## src/rtl/aes_round_ctrl.sv

```systemverilog
// Iterative AES-128 sequencer: owns state/round-key registers, steps an external round datapath once per clock.
// Latency: out_valid rises NR+1 cycles after accept; streaming throughput is one block per NR+1 cycles.
// Backpressure: in_ready low while rounds run; DONE holds the ciphertext until out_ready and may accept the next block in that cycle.
module aes_round_ctrl #(
    parameter int NR = 10
) (
    input  logic         clk,
    input  logic         rst_n,
    input  logic         flush,
    input  logic         in_valid,
    output logic         in_ready,
    input  logic [127:0] in_block,
    input  logic [127:0] in_key,
    input  logic [127:0] rnd_state_in,
    input  logic [127:0] key_next_in,
    output logic [127:0] state_q,
    output logic [127:0] key_q,
    output logic [7:0]   rcon,
    output logic         last_round,
    output logic         out_valid,
    input  logic         out_ready,
    output logic [127:0] out_block
);
    typedef enum logic [1:0] {IDLE = 2'd0, RUN = 2'd1, DONE = 2'd2} fsm_t;

    localparam logic [3:0] NR_CNT = 4'(NR);

    fsm_t       fsm;
    logic [3:0] round_cnt;
    logic       accept;
    logic       final_rnd;

    assign in_ready  = (fsm == IDLE) || ((fsm == DONE) && out_ready);
    assign accept    = in_valid && in_ready;
    assign final_rnd = (round_cnt == NR_CNT);
    assign out_block = state_q;

    function automatic logic [7:0] xtime(input logic [7:0] x);
        return {x[6:0], 1'b0} ^ (x[7] ? 8'h1b : 8'h00);
    endfunction

    // last_round and out_valid are flops so the datapath never sees an input-driven glitch.
    always_ff @(posedge clk or negedge rst_n) begin
        if (!rst_n) begin
            fsm        <= IDLE;
            round_cnt  <= 4'd0;
            state_q    <= '0;
            key_q      <= '0;
            rcon       <= 8'h01;
            last_round <= 1'b0;
            out_valid  <= 1'b0;
        end else if (flush) begin
            fsm        <= IDLE;
            round_cnt  <= 4'd0;
            state_q    <= '0;
            key_q      <= '0;
            rcon       <= 8'h01;
            last_round <= 1'b0;
            out_valid  <= 1'b0;
        end else begin
            case (fsm)
                IDLE, DONE: begin
                    if (accept) begin
                        state_q    <= in_block ^ in_key;
                        key_q      <= in_key;
                        round_cnt  <= 4'd1;
                        rcon       <= 8'h01;
                        fsm        <= RUN;
                        last_round <= (NR_CNT == 4'd1);
                        out_valid  <= 1'b0;
                    end else if ((fsm == DONE) && out_ready) begin
                        fsm       <= IDLE;
                        out_valid <= 1'b0;
                    end
                end
                RUN: begin
                    state_q <= rnd_state_in;
                    key_q   <= key_next_in;
                    if (final_rnd) begin
                        fsm        <= DONE;
                        last_round <= 1'b0;
                        out_valid  <= 1'b1;
                    end else begin
                        round_cnt  <= round_cnt + 4'd1;
                        rcon       <= xtime(rcon);
                        last_round <= ((round_cnt + 4'd1) == NR_CNT);
                    end
                end
                default: begin
                    fsm        <= IDLE;
                    last_round <= 1'b0;
                    out_valid  <= 1'b0;
                end
            endcase
        end
    end
endmodule

```

## config.mk

```make
export PLATFORM = sky130hd
export DESIGN_NAME = aes_round_ctrl
export DESIGN_NICKNAME = d
export VERILOG_FILES = /design/src/rtl/aes_round_ctrl.sv
export SDC_FILE = /design/constraint.sdc
export NUM_CORES = 1
export LEC_CHECK = 0
export BUFFER_PORTS_ARGS = -buffer_cell sky130_fd_sc_hd__buf_2
export CORE_AREA = 5 5 353 355
export DETAILED_ROUTE_END_ITERATION = 10
export DIE_AREA = 0 0 358 360
export PLACE_DENSITY = 0.37
export SETUP_SLACK_MARGIN = 0.2
export SLEW_MARGIN = 20
export SYNTH_ARGS = -nofsm -noshare
export SYNTH_HDL_FRONTEND = slang
export SYNTH_SLANG_ARGS = --single-unit
```

## constraint.sdc

```tcl
create_clock -name clk -period 2.3 [get_ports clk]
set_clock_uncertainty 0.2 [all_clocks]
set_input_delay 0.46 -clock clk [delete_from_list [all_inputs] [get_ports clk]]
set_output_delay 0.46 -clock clk [all_outputs]
set_load 0.1 [all_outputs]
```

# After elaboration in Yosys (flattened, before gate mapping)
# Index checks and enable logic that the tools add are counted.
[classes]
n_addsub = 1
mul = 0
div = 0
n_lt_le_gt_ge = 0
eq_ne = 8
n_shift = 0
muxes = 29
n_bitwise = 2
reduce_logical = 9
[ops]
columns = ["op", "n"]
rows = [
  ["two-way mux 128 bit", 4],
  ["one-hot mux 128 bit (2 select lines)", 2],
  ["bitwise XOR 128 bit", 1],
  ["two-way mux 8 bit", 3],
  ["one-hot mux 8 bit (2 select lines)", 1],
  ["two-way mux 4 bit", 3],
  ["inequality test 3 bit (second input constant)", 3],
  ["== test 4 bit (second input constant)", 2],
  ["two-way mux 2 bit", 4],
  ["one-hot mux 4 bit (2 select lines)", 1],
  ["bitwise XOR 8 x 5 -> 8 bit", 1],
  ["two-way mux 1 bit", 7],
  ["two-way mux 5 bit", 1],
  ["adder 4 x 1 -> 4 bit (second input constant)", 1],
  ["inequality test 4 bit (second input constant)", 1],
  ["one-hot mux 1 bit (2 select lines)", 2],
  ["one-hot mux 2 bit (2 select lines)", 1],
  ["AND reduction 2 bit", 2],
  ["AND reduction 3 bit", 1],
  ["nonzero test 3 bit", 1],
  ["== test 2 x 1 -> 1 bit (second input constant)", 1],
  ["== test 2 bit (second input constant)", 1],
  ["logical AND 1 bit", 2],
  ["zero test 2 bit", 1],
  ["2 further kinds", 2],
]
[word_totals]
regBits = 272
latch_bits = 0
ramBits = 0
romBits = 0
out_inout_bits = 395
wordCells = 56
mem_count = 0

# Longest topological paths before layout
[logic_depth]
depth_word = 7
depth_mapped = 7

# Least setup slack after synthesis
# OpenSTA, ideal clock, no wires.
[synth_timing]
kind = "reg2out"
start = "reg fsm[1]"
end = "out in_ready"
t_arrival_ns = 2.640
slack_ns = -1.000
stages_incl_launch_ff = 5
n_path_buf = 2
cell_sequence = "dfrtp_1 > nor2b_1 > clkbuf_1 > clkbuf_1 > nor2_1"
[synth_between]
elab_chain_len = 3
[synth_rtl]
columns = ["item", "line_no", "text"]
rows = [
  ["start, declared", "28", "fsm_t fsm;"],
  ["start signal, assigned", "45", "fsm <= IDLE;"],
  ["start signal, assigned", "53", "fsm <= IDLE;"],
  ["start signal, assigned", "68", "fsm <= RUN;"],
  ["== test 2 bit", "33", "assign in_ready = (fsm == IDLE) || ((fsm == DONE) && out_ready);"],
  ["logical AND 1 bit", "33", ""],
  ["logical OR 1 bit *", "33", ""],
  ["end, declared", "11", "output logic in_ready,"],
]
# Every way passes the cells marked *; elsewhere a longest branch is shown, timed or not.

# Final worst setup path
# Same ends and word-level chain as after synthesis.

==> summary by stage <==
Clock tree
Clock tree synthesis selected as its root buffer the cell sky130_fd_sc_hd__clkbuf_16. The TritonCTS sink count is between 200 and 300. TritonCTS built the clock tree. Counting along the longest clock path gives a buffer depth of 3. The clock transition at the register clock pins on the worst setup and hold paths after CTS is 0.06 ns. Clock latency on the worst-skew pair, taken at its later pin, is ~0.56 ns.

The H-tree level count is 2. The number of buffers created by CTS is 35.

Worst setup path
The worst setup path is captured at a primary output. The internal reg-to-reg setup slack is 0.04 ns. Of all nets on the critical path, the largest fanout is 2.

The worst setup path is of the reg2out kind. The worst flop-to-flop path startpoint is fsm[1]. The endpoint identified for the worst register-to-register timing path is key_q[29].

Measured in cells, the most critical reg-to-reg path has a length of 7. The critical path startpoint is fsm[1]. The kind of launch point of the worst setup path is a flip-flop. Data on the critical path arrives at its endpoint at approximately 1.6 ns. Data on the critical path is required at its endpoint by 1.64 ns.

Synthesis
During synthesis, Yosys emitted a total of 0 warnings. Sequential cells were found to cover 43.0% of the synthesized design area. The most used flip-flop cell after synthesis is sky130_fd_sc_hd__dfrtp_1. Synthesis inferred 271 register bits. The area of the mapped netlist is approximately 16000 um2. Averaged over all synthesized cells, the footprint is 11.4 um2. The number of different library cells used by synthesis comes to 37. The area share of the leading cell type in the synthesized netlist is a little over two fifths. Yosys attributes the largest share of cell area to sky130_fd_sc_hd__dfrtp_1, sky130_fd_sc_hd__mux2i_1, sky130_fd_sc_hd__o2111ai_1, sky130_fd_sc_hd__xor2_1, sky130_fd_sc_hd__o2bb2ai_1. In the synthesized netlist, the number of instances is approximately 1400.

The most numerous cell in the Yosys netlist is sky130_fd_sc_hd__dfrtp_1. The proportion of register bits with asynchronous set or reset after synthesis is 100%. Ranked by instance count, the synthesized netlist is headed by sky130_fd_sc_hd__dfrtp_1, sky130_fd_sc_hd__mux2i_1, sky130_fd_sc_hd__buf_4.

The top cell type by total area after synthesis is sky130_fd_sc_hd__dfrtp_1. The number of nets in the synthesized netlist is 1901. The number of flops mapped to enable cells by yosys is 0.

STA
The number of endpoints with negative hold slack in the final report was 0. Timing would allow up to 442 MHz. The setup total negative slack is 0 ns.

The ratio of final minimum period to clock period is 98.3%. For the pin with the worst max-slew slack, the measured transition is about 0.63 ns. The number of pins with negative max-slew slack in the final report is 0. Setup repair after global routing could not meet its margin everywhere. Across all hold checks on the routed design, the worst slack comes to 0.0505 ns.

The routed design could run at a clock period as short as 2.26 ns. The worst relative slew slack is 57.8%. The setup violation total in the final timing report is 0.

Route
The number of vias in the routed layout is 15300. The first TritonRoute pass finished after 4 iterations. The post-route DRC violation count is 0.

After detailed routing, the total wire length is 88.2 mm. After detailed routing, the average wire length per cell comes to between 20 and 25 um. The ratio of routed vias to standard cells is 3.85. The detailed router finished its first iteration with 531 violations. The final antenna-violating net count is 0.

Floorplanning
The die width is 358 um. The floorplan step defined a die boundary enclosing between 100000 and 150000 um2. The number of placement rows is 128. The starting density of the core is 13.0%.

The floorplan die height is between 300 and 400 um. During I/O placement, the number of pins put on the boundary was 912. The standard cell core area is 121000 um2.

Run status
The flow ran to the end, and the final reports show no timing, DRC or antenna violations.

Hold path
The worst hold path belongs to the class in2reg. The worst hold path startpoint is rnd_state_in[9]. The hold path endpoint is out_block[9].

Counting instances, the worst hold path has a depth of 3.

Placed design
The HPWL after detailed placement is 66.4 mm. The count of buffers added on input and output ports is 911. At the end of routability-driven placement, the weighted congestion stood at 0.790.

Power and ir drop
VDD sags by at most 0.420 mV. The total power consumption of the routed design is 22.1 mW. Dividing total power by cell area gives a power density of 848 nW/um2. The static leakage is 12.4 nW.

Flow run
The tool flagged a number of max-cap violations equal to 0.

Global routing
The number of antenna violations at the first check in global routing was 6. The number of global-route vias before repair is between 15000 and 20000. The first-pass GRT wire length is approximately 120 mm. After global routing the overflow that remains totals 0. The maximum number of pins on one net before global-route repair is 67.

Across every metal layer, demand over resource in global routing totals 12.4%.

Layout
The fraction of final layout cells with drive strength greater than 1 is 48.0%. The final standard cell utilization of the core is 21.5%. The area growth from synthesis to layout is 64.9%. The final net count is between 2000 and 3000.
==> routing by layer <==
metal	up-vias	track usage [%]	wire [um]
met2	542	21.9	44900
met5	-	0	0
met1	7608	14.7	35400
met3	75	2.93	5730
met4	0	3.98	2090
li1	7086	-	-
==> what timing repair did <==
item                                    in CTS  in global routing
pin swaps                                    2                  2
resized for setup                          296                 54
endpoints found under the setup margin     263                123
hold buffers                               141                  0
setup buffers                                5                 10
gates cloned                                 1                 11
endpoints found under the hold margin      177                  0
==> power breakdown <==
group	internal [mW]	switching [mW]
Clock	3.44	2.29
Sequential	5.29	0.487
Combinational	2.42	8.14
Total	11.2	10.9
==> cell usage in the layout, fill, tap and decap left out, types with 10 or more instances in the layout <==
cell type                       netlist  routed
sky130_fd_sc_hd__mux2i_1            261     244
sky130_fd_sc_hd__o2111ai_1          129     129
sky130_fd_sc_hd__buf_4              145     317
sky130_fd_sc_hd__mux2i_2              0      14
sky130_fd_sc_hd__clkbuf_4             0      27
sky130_fd_sc_hd__xor2_1             129     129
sky130_fd_sc_hd__buf_12               0      33
sky130_fd_sc_hd__o31ai_1            128     126
sky130_fd_sc_hd__dfrtp_1            270     267
sky130_fd_sc_hd__clkbuf_1            79      10
sky130_fd_sc_hd__dlygate4sd3_1        0     141
sky130_fd_sc_hd__buf_2               45     622
sky130_fd_sc_hd__o2bb2ai_1          128     128
sky130_fd_sc_hd__buf_6                1      26
sky130_fd_sc_hd__clkbuf_16            0      47
==> registers in the layout, summed over array words and instances (netlist names) <==
signal	count
rcon	8
key_q	128
out_block	128
last_round	1
round_cnt	4
fsm	2
==> worst max-delay path: stages (launching register included) <==
cell,delay (ns)
sky130_fd_sc_hd__dfrtp_4,0.47
sky130_fd_sc_hd__nor2b_4,0.15
sky130_fd_sc_hd__nor2_4,0.20
sky130_fd_sc_hd__buf_12,0.21
==> worst max path at each step <==
stage	end	slack [ns]
final	in_ready	0.04
after floorplan	in_ready	0.07
after CTS	in_ready	-0.04
after global routing	key_q[104]	-0.06
after global placement	key_q[104]	0.17
after detailed placement	key_q[107]	0.15
==> cell families (layout without fill, tap and decap cells) <==
group / count (synthesis) / after routing / share of synthesized area, %
AOI/OAI and AO/OA: 397 / 397 / 21.0
muxes: 266 / 266 / 16.9
buffers and inverters: 282 / 1254 / 10.6
xor gates and xnor gates: 133 / 133 / 7.38
other: 0 / 4 / 0
and+or+nand+nor: 29 / 29 / 0.975
adders and majority gates: 3 / 3 / 0.238
DFF: 271 / 271 / 43.0
==> area by class of cell <==
cell class	count	area (um2)
Fill cell	13300	95100
Inverter	8	32.5
Timing Repair Buffer	1185	8510
Tap cell	1625	2030
Antenna cell	4	10.0
Multi-Input combinational cell	828	7480
Clock buffer	53	1030
Clock inverter	8	130
Sequential cell	271	6790
==> per-stage QoR <==
step	cells	setup WS (ns)	instance area, um2
6_report	3982	0.0381	26000
5_1_grt	3982	-0.0594	26000
4_1_cts	3957	-0.0439	25500
3_5_place_dp	3749	0.150	22000
3_3_place_gp	3749	0.169	22000
2_1_floorplan	1381	0.0718	15800
No activity file was read; power rests on OpenSTA's default activity.
